<file path="src/rtl/rx_byte_buffer_if.sv">
// rx_byte_buffer_if: handshake bundle for rx_byte_buffer.
//   Decoder side : dec_data, dec_avail, dec_error (towards buffer), dec_read (back)
//   Player side  : out_data, out_valid (towards player), out_ready (back)
//   slave  modport is taken by the buffer, master modport by whoever drives it.
interface rx_byte_buffer_if #(
  parameter int N_PKT = 8
);
  logic [N_PKT-1:0] dec_data;
  logic             dec_avail;
  logic             dec_error;
  logic             dec_read;
  logic [N_PKT-1:0] out_data;
  logic             out_valid;
  logic             out_ready;

  modport slave (
    input  dec_data, dec_avail, dec_error, out_ready,
    output dec_read, out_data, out_valid
  );

  modport master (
    output dec_data, dec_avail, dec_error, out_ready,
    input  dec_read, out_data, out_valid
  );
endinterface

</file>
<file path="src/rtl/rx_byte_buffer.sv">
// rx_byte_buffer: drains decoded bytes from the Decoder's avail/read handshake
// into a small first-word-fall-through FIFO and offers them to the player over
// valid/ready. Corrupt bytes and bytes arriving while full are acknowledged and
// dropped (and counted) so the optical link never stalls on a slow player.
// Ports:
//   clk, rst_n   : system clock, asynchronous active-low reset
//   bus          : rx_byte_buffer_if.slave (decoder handshake + output stream)
//   flush        : synchronous FIFO clear (pointers and occupancy only)
//   clr_stats    : synchronous clear of error_ct / overflow_ct
//   count, full  : current occupancy and count == DEPTH
//   error_ct     : bytes dropped because dec_error was set (saturating)
//   overflow_ct  : bytes dropped because the FIFO was full (saturating)
module rx_byte_buffer #(
  parameter int N_PKT = 8,
  parameter int DEPTH = 4,
  parameter int CT_W  = 8
) (
  input  logic                     clk,
  input  logic                     rst_n,
  rx_byte_buffer_if.slave          bus,
  input  logic                     flush,
  input  logic                     clr_stats,
  output logic [$clog2(DEPTH):0]   count,
  output logic                     full,
  output logic [CT_W-1:0]          error_ct,
  output logic [CT_W-1:0]          overflow_ct
);

  localparam int AW = $clog2(DEPTH);
  localparam int CW = AW + 1;
  localparam logic [CW-1:0]   CNT_ONE  = {{(CW-1){1'b0}}, 1'b1};
  localparam logic [CW-1:0]   CNT_FULL = CW'(DEPTH);
  localparam logic [AW-1:0]   PTR_ONE  = {{(AW-1){1'b0}}, 1'b1};
  localparam logic [CT_W-1:0] CT_ONE   = {{(CT_W-1){1'b0}}, 1'b1};
  localparam logic [CT_W-1:0] CT_MAX   = {CT_W{1'b1}};

  typedef enum logic [0:0] {
    S_WAIT = 1'b0,
    S_ACK  = 1'b1
  } state_t;

  state_t           state_r;
  logic             dec_read_r;
  logic [N_PKT-1:0] mem_r [DEPTH];
  logic [AW-1:0]    rd_ptr_r;
  logic [AW-1:0]    wr_ptr_r;
  logic [CW-1:0]    count_r;
  logic [CW-1:0]    count_nxt_s;
  logic             valid_r;
  logic             full_r;
  logic [CT_W-1:0]  error_ct_r;
  logic [CT_W-1:0]  overflow_ct_r;

  logic take_s;
  logic push_s;
  logic pop_s;
  logic err_inc_s;
  logic ovf_inc_s;

  // A byte is taken only on the S_WAIT edge; its fate is decided from that edge's
  // inputs with flush > error > full priority. Full is the pre-edge occupancy,
  // so a same-cycle pop never makes room for the push.
  assign take_s    = (state_r == S_WAIT) && bus.dec_avail;
  assign push_s    = take_s && !flush && !bus.dec_error && !full_r;
  assign err_inc_s = take_s && !flush && bus.dec_error;
  assign ovf_inc_s = take_s && !flush && !bus.dec_error && full_r;
  assign pop_s     = valid_r && bus.out_ready && !flush;

  // Next occupancy: flush wins, otherwise count += push - pop
  always_comb begin
    count_nxt_s = count_r;
    if (flush) begin
      count_nxt_s = {CW{1'b0}};
    end else if (push_s && !pop_s) begin
      count_nxt_s = count_r + CNT_ONE;
    end else if (!push_s && pop_s) begin
      count_nxt_s = count_r - CNT_ONE;
    end else begin
      count_nxt_s = count_r;
    end
  end

  // Intake FSM: one-cycle dec_read per offered byte, then wait for avail to drop
  always_ff @(posedge clk or negedge rst_n) begin
    if (!rst_n) begin
      state_r    <= S_WAIT;
      dec_read_r <= 1'b0;
    end else begin
      case (state_r)
        S_WAIT: begin
          if (bus.dec_avail) begin
            dec_read_r <= 1'b1;
            state_r    <= S_ACK;
          end else begin
            dec_read_r <= 1'b0;
            state_r    <= S_WAIT;
          end
        end
        S_ACK: begin
          dec_read_r <= 1'b0;
          if (!bus.dec_avail) begin
            state_r <= S_WAIT;
          end else begin
            state_r <= S_ACK;
          end
        end
        default: begin
          dec_read_r <= 1'b0;
          state_r    <= S_WAIT;
        end
      endcase
    end
  end

  // FIFO storage; contents are don't-care until written, so no reset
  always_ff @(posedge clk) begin
    if (push_s) begin
      mem_r[wr_ptr_r] <= bus.dec_data;
    end
  end

  // FIFO pointers and occupancy flags, registered from next occupancy
  always_ff @(posedge clk or negedge rst_n) begin
    if (!rst_n) begin
      rd_ptr_r <= {AW{1'b0}};
      wr_ptr_r <= {AW{1'b0}};
      count_r  <= {CW{1'b0}};
      valid_r  <= 1'b0;
      full_r   <= 1'b0;
    end else begin
      if (flush) begin
        rd_ptr_r <= {AW{1'b0}};
        wr_ptr_r <= {AW{1'b0}};
      end else begin
        if (push_s) begin
          wr_ptr_r <= wr_ptr_r + PTR_ONE;
        end
        if (pop_s) begin
          rd_ptr_r <= rd_ptr_r + PTR_ONE;
        end
      end
      count_r <= count_nxt_s;
      valid_r <= (count_nxt_s != {CW{1'b0}});
      full_r  <= (count_nxt_s == CNT_FULL);
    end
  end

  // Saturating drop statistics; clr_stats beats a same-cycle increment
  always_ff @(posedge clk or negedge rst_n) begin
    if (!rst_n) begin
      error_ct_r    <= {CT_W{1'b0}};
      overflow_ct_r <= {CT_W{1'b0}};
    end else if (clr_stats) begin
      error_ct_r    <= {CT_W{1'b0}};
      overflow_ct_r <= {CT_W{1'b0}};
    end else begin
      if (err_inc_s && (error_ct_r != CT_MAX)) begin
        error_ct_r <= error_ct_r + CT_ONE;
      end
      if (ovf_inc_s && (overflow_ct_r != CT_MAX)) begin
        overflow_ct_r <= overflow_ct_r + CT_ONE;
      end
    end
  end

  assign bus.dec_read  = dec_read_r;
  assign bus.out_data  = mem_r[rd_ptr_r];
  assign bus.out_valid = valid_r;
  assign count         = count_r;
  assign full          = full_r;
  assign error_ct      = error_ct_r;
  assign overflow_ct   = overflow_ct_r;

endmodule

</file>
<file path="src/flat_wrapper.sv">
// flat-port wrapper written by rule: the top's interface ports become plain ports
module rx_byte_buffer_flat 
#(
  parameter int N_PKT = 8,
  parameter int DEPTH = 4,
  parameter int CT_W  = 8
)
  (clk, rst_n, flush, clr_stats, count, full, error_ct, overflow_ct, bus_dec_data, bus_dec_avail, bus_dec_error, bus_out_ready, bus_dec_read, bus_out_data, bus_out_valid);
  rx_byte_buffer_if #(.N_PKT(N_PKT)) bus_i ();
  input  logic clk;
  input  logic rst_n;
  input  logic flush;
  input  logic clr_stats;
  output logic [$clog2(DEPTH):0] count;
  output logic full;
  output logic [CT_W-1:0] error_ct;
  output logic [CT_W-1:0] overflow_ct;
  input wire logic [$bits(bus_i.dec_data)-1:0] bus_dec_data;
  input wire logic [$bits(bus_i.dec_avail)-1:0] bus_dec_avail;
  input wire logic [$bits(bus_i.dec_error)-1:0] bus_dec_error;
  input wire logic [$bits(bus_i.out_ready)-1:0] bus_out_ready;
  output wire logic [$bits(bus_i.dec_read)-1:0] bus_dec_read;
  output wire logic [$bits(bus_i.out_data)-1:0] bus_out_data;
  output wire logic [$bits(bus_i.out_valid)-1:0] bus_out_valid;
  assign bus_i.dec_data = bus_dec_data;
  assign bus_i.dec_avail = bus_dec_avail;
  assign bus_i.dec_error = bus_dec_error;
  assign bus_i.out_ready = bus_out_ready;
  assign bus_dec_read = bus_i.dec_read;
  assign bus_out_data = bus_i.out_data;
  assign bus_out_valid = bus_i.out_valid;
  rx_byte_buffer #(.N_PKT(N_PKT), .DEPTH(DEPTH), .CT_W(CT_W)) u_core (.clk(clk), .rst_n(rst_n), .bus(bus_i), .flush(flush), .clr_stats(clr_stats), .count(count), .full(full), .error_ct(error_ct), .overflow_ct(overflow_ct));
endmodule
</file>
<file path="config.mk">
export PLATFORM = sky130hd
export DESIGN_NAME = rx_byte_buffer_flat
export DESIGN_NICKNAME = d
export VERILOG_FILES = /design/src/rtl/rx_byte_buffer_if.sv /design/src/rtl/rx_byte_buffer.sv /design/src/flat_wrapper.sv
export SDC_FILE = /design/constraint.sdc
export NUM_CORES = 1
export LEC_CHECK = 0
export ABC_AREA = 1
export CAP_MARGIN = 10
export CORE_MARGIN = 10
export CORE_UTILIZATION = 31
export CTS_CLUSTER_SIZE = 30
export DETAILED_ROUTE_END_ITERATION = 10
export HOLD_SLACK_MARGIN = 0.12
export PLACE_DENSITY = 0.63
export SYNTH_ARGS = -nofsm -noshare
export SYNTH_HDL_FRONTEND = slang
export SYNTH_SLANG_ARGS = --single-unit
</file>
<file path="constraint.sdc">
create_clock -name clk -period 1.46 [get_ports clk]
set_clock_uncertainty 0.05 [all_clocks]
set_input_delay 0.292 -clock clk [delete_from_list [all_inputs] [get_ports clk]]
set_output_delay 0.292 -clock clk [all_outputs]
set_load 0.005 [all_outputs]
</file>
==> flow_summary.toml <==
[status]
status = "finished with violations"
failed_checks = "negative setup slack"

[critical_path]
path_cells = "buf_6, buf_4, nor2_4, o22ai_2, buf_2"
crit_path_start_kind = "flop"
worstSetupPathType = "flop to primary output"
slowest_delay_ns = 0.46
critPathRequiredTime_ns = 1.12
path_max_fanout = 8
crit_path_end_kind = "primary output"
cp.arrival_ns = 1.36
cp_slowest_cell = "dfrtp_2"

[global_routing]
grt_first_pass_wirelength_microns = 11000
grt-ovfl-total = 0
grt_pass1_vias = 2283
track_usage_pct = 10.4
grt_max_degree = 28
antenna_found_initial = 0

[sta]
slew_violations = 0
period_minus_slack_ns = 1.70
min_period_over_period_pct = 116
hold_violations = 0
rsz0062_at_grt = "yes"
worst_pin_slew_ns = 0.312
slew-limit-headroom_pct = 79.1
holdWs_ns = 0.250
layout_setup_ws_ns = -0.238
timing.fmax_ghz = 0.589
setup_viol = 13

[yosys]
ys_warn_count = 0
synth_fp_nets = 288
syn_inst = 265
yosysUniqueCellTypes = 31
synth_mux_area_share_pct = 0
synth_flop_cell = "edfxtp_1"
synthSimpleGateAreaFrac_pct = 19.7
synth_seq_cells = 59
synth_top_area_share_pct = 35.2
synth_adder_area_share_pct = 3.67
synth.area.top_cells = "edfxtp_1, dfrtp_1, nor2_1"
synth_area_sq_um = 2730
synth_top_family_by_area = "simple AND/OR/NAND/NOR gates"
ys_seq_area_share_pct = 59.9
synth_top_cell_by_area = "edfxtp_1"
syn_area_per_cell_sq_um = 10.3
synth_compound_area_share_pct = 9.17
async_reset_ff_share_pct = 45.8
synth-xor-area-share_pct = 1.92
synth_edf_count = 32

[die]
num_rows = 34
floorplan.initialDensity_pct = 31.6
ios = 45
dieWidth_microns = 114
die-area_sq_um = 13000
core_sq_um = 8640
die_h_microns = 114

[finish]
drive_gt1_share_pct = 42.2
final_nets = 402
diodes = 0
multiInputGateArea_sq_um = 1210
seqCellArea_sq_um = 1640
fillerInstances = 782
finalNonFillerCells = 492
area_delta_synth_final_pct = 55.4

[clock_network]
cts_buffers = 9
cts-root-buf = "clkbuf_8"
cts_tree = "done"
cts.htree.levels = 3
clk_latency_ns = 0.34
clock_sinks = 59
cts_buffer_depth = 2
path_clk_slew_ns = 0.08
hold_buffers = 0

[routing]
first_pass_iters = 4
vias_per_cell = 4.64
wl_per_cell_microns = 14.4
met3WireLength_microns = 346
wl_met1_microns = 3160
wl_microns = 7090
highest_layer = "met4"
ant_nets = 0
drc = 0
route.vias.total = 2282
drt_iter0_markers = 70
met2_length_microns = 3500

[placement]
place_congestion = 0.723
hpwl_microns = 4490
io_buffers = 44
placed_cells = 442

[power]
irDropWorstVdd_uv = 586
leakage_uw = 0.00192
powerDensity_nw_per_um2 = 926

[hold_path]
hp-class = "input port to flop"

[job]
drv_cap = 0
kinds of logic after synthesis:
kind of cell,after synthesis
compound gates,45
flops,59
buf+inv,39
fa+ha+maj,8
xor+xnor,6
simple gates,108
per-layer routing:
layer	GRT usage, %	up-vias
li1	-	1135
met1	12.6	1094
met2	17.0	47
met3	3.36	6
met4	4.01	0
met5	0	-
final cells by class:
type	count	area share, %
clock buffer	9	2.92
clock inverter	7	1.92
inverter	35	3.36
multi-input combinational	167	28.6
sequential	59	38.6
tap	108	3.18
timing repair buffer	107	21.4
worst paths after layout:
path	start	to	slack (ns)	cells after the start
max in group asynchronous	rst_n	u_core.rd_ptr_r[0]	0.92	2
setup reg to reg	u_core.overflow_ct[1]	u_core.overflow_ct[0]	-0.06	9
setup / recovery	u_core.rd_ptr_r[0]	bus_out_data[5]	-0.24	5
hold reg to reg	u_core.error_ct[4]	u_core.error_ct[4]	0.54	2
min in group asynchronous	rst_n	u_core.overflow_ct[3]	0.26	2
hold / removal	bus_dec_avail	u_core.state_r	0.25	1
worst max-delay path: cells and delay by family (launching register included):
kind | cells | cell delay, ns
AO/OA/AOI/OAI | 1 | 0.06
AND/OR/NAND/NOR | 1 | 0.07
flip-flops | 1 | 0.46
buffers and inverters | 3 | 0.43
state kept, by name (all words and copies together) (netlist names):
register              count
u_core.full               1
u_core.count              3
u_core.state_r            1
u_core.overflow_ct        8
u_core.error_ct           8
u_core.bus.out_valid      1
u_core.mem_r             32
u_core.rd_ptr_r           2
u_core.wr_ptr_r           2
u_core.bus.dec_read       1
cell usage in the layout, fill, tap and decap left out, drive strengths merged, types with 2 or more instances in the layout:
cell | synthesis | final
clkdlybuf4s50 | 0 | 12
buf | 0 | 72
clkdlybuf4s15 | 0 | 2
o31ai | 2 | 2
o21ai | 25 | 25
dlygate4sd2 | 0 | 19
nand3 | 21 | 21
xor2 | 5 | 5
nand2 | 33 | 33
inv | 34 | 38
nor2 | 46 | 46
nand4 | 8 | 8
clkinv | 1 | 2
dfrtp | 27 | 27
edfxtp | 32 | 32
clkbuf | 4 | 11
o22ai | 8 | 8
a21oi | 6 | 6
ha | 8 | 8
Yosys cell counts, types with 4 or more instances:
library cell,instances
nor2_1,41
edfxtp_1,32
nand2_1,30
inv_1,28
dfrtp_1,27
o21ai_0,20
nand3_1,18
ha_1,8
o22ai_1,8
nand4_1,7
a21oi_1,6
inv_2,5
o21ai_1,5
xor2_1,5
clkbuf_1,4
report_power, final:
part / total [uW] / switching, uW / internal [uW]
clock network: 1530 / 720 / 814
logic: 572 / 294 / 278
registers: 1820 / 29.7 / 1790
total: 3930 / 1040 / 2880
stage by stage:
step           setup TNS (ns)  worst slack (ns)  power [uW]  util [%]  cell area, sq um
2_1_floorplan           -2.60           -0.0813        2030         -              2730
3_3_place_gp           -18.33            -0.342        2310      40.8              3520
3_5_place_dp           -20.24            -0.407        2320      40.8              3520
4_1_cts                 -2.10            -0.265        3880      45.8              3950
5_1_grt                 -3.21            -0.298        4120      49.1              4240
6_report                -1.98            -0.238        3930      49.1              4240
timing repair:
item / CTS / global route
gates cloned: 1 / 0
pin swaps: 16 / 27
setup buffers: 26 / 10
endpoints found under the setup margin: 55 / 51
resized for setup: 94 / 71
No activity file was read; power rests on OpenSTA's default activity.
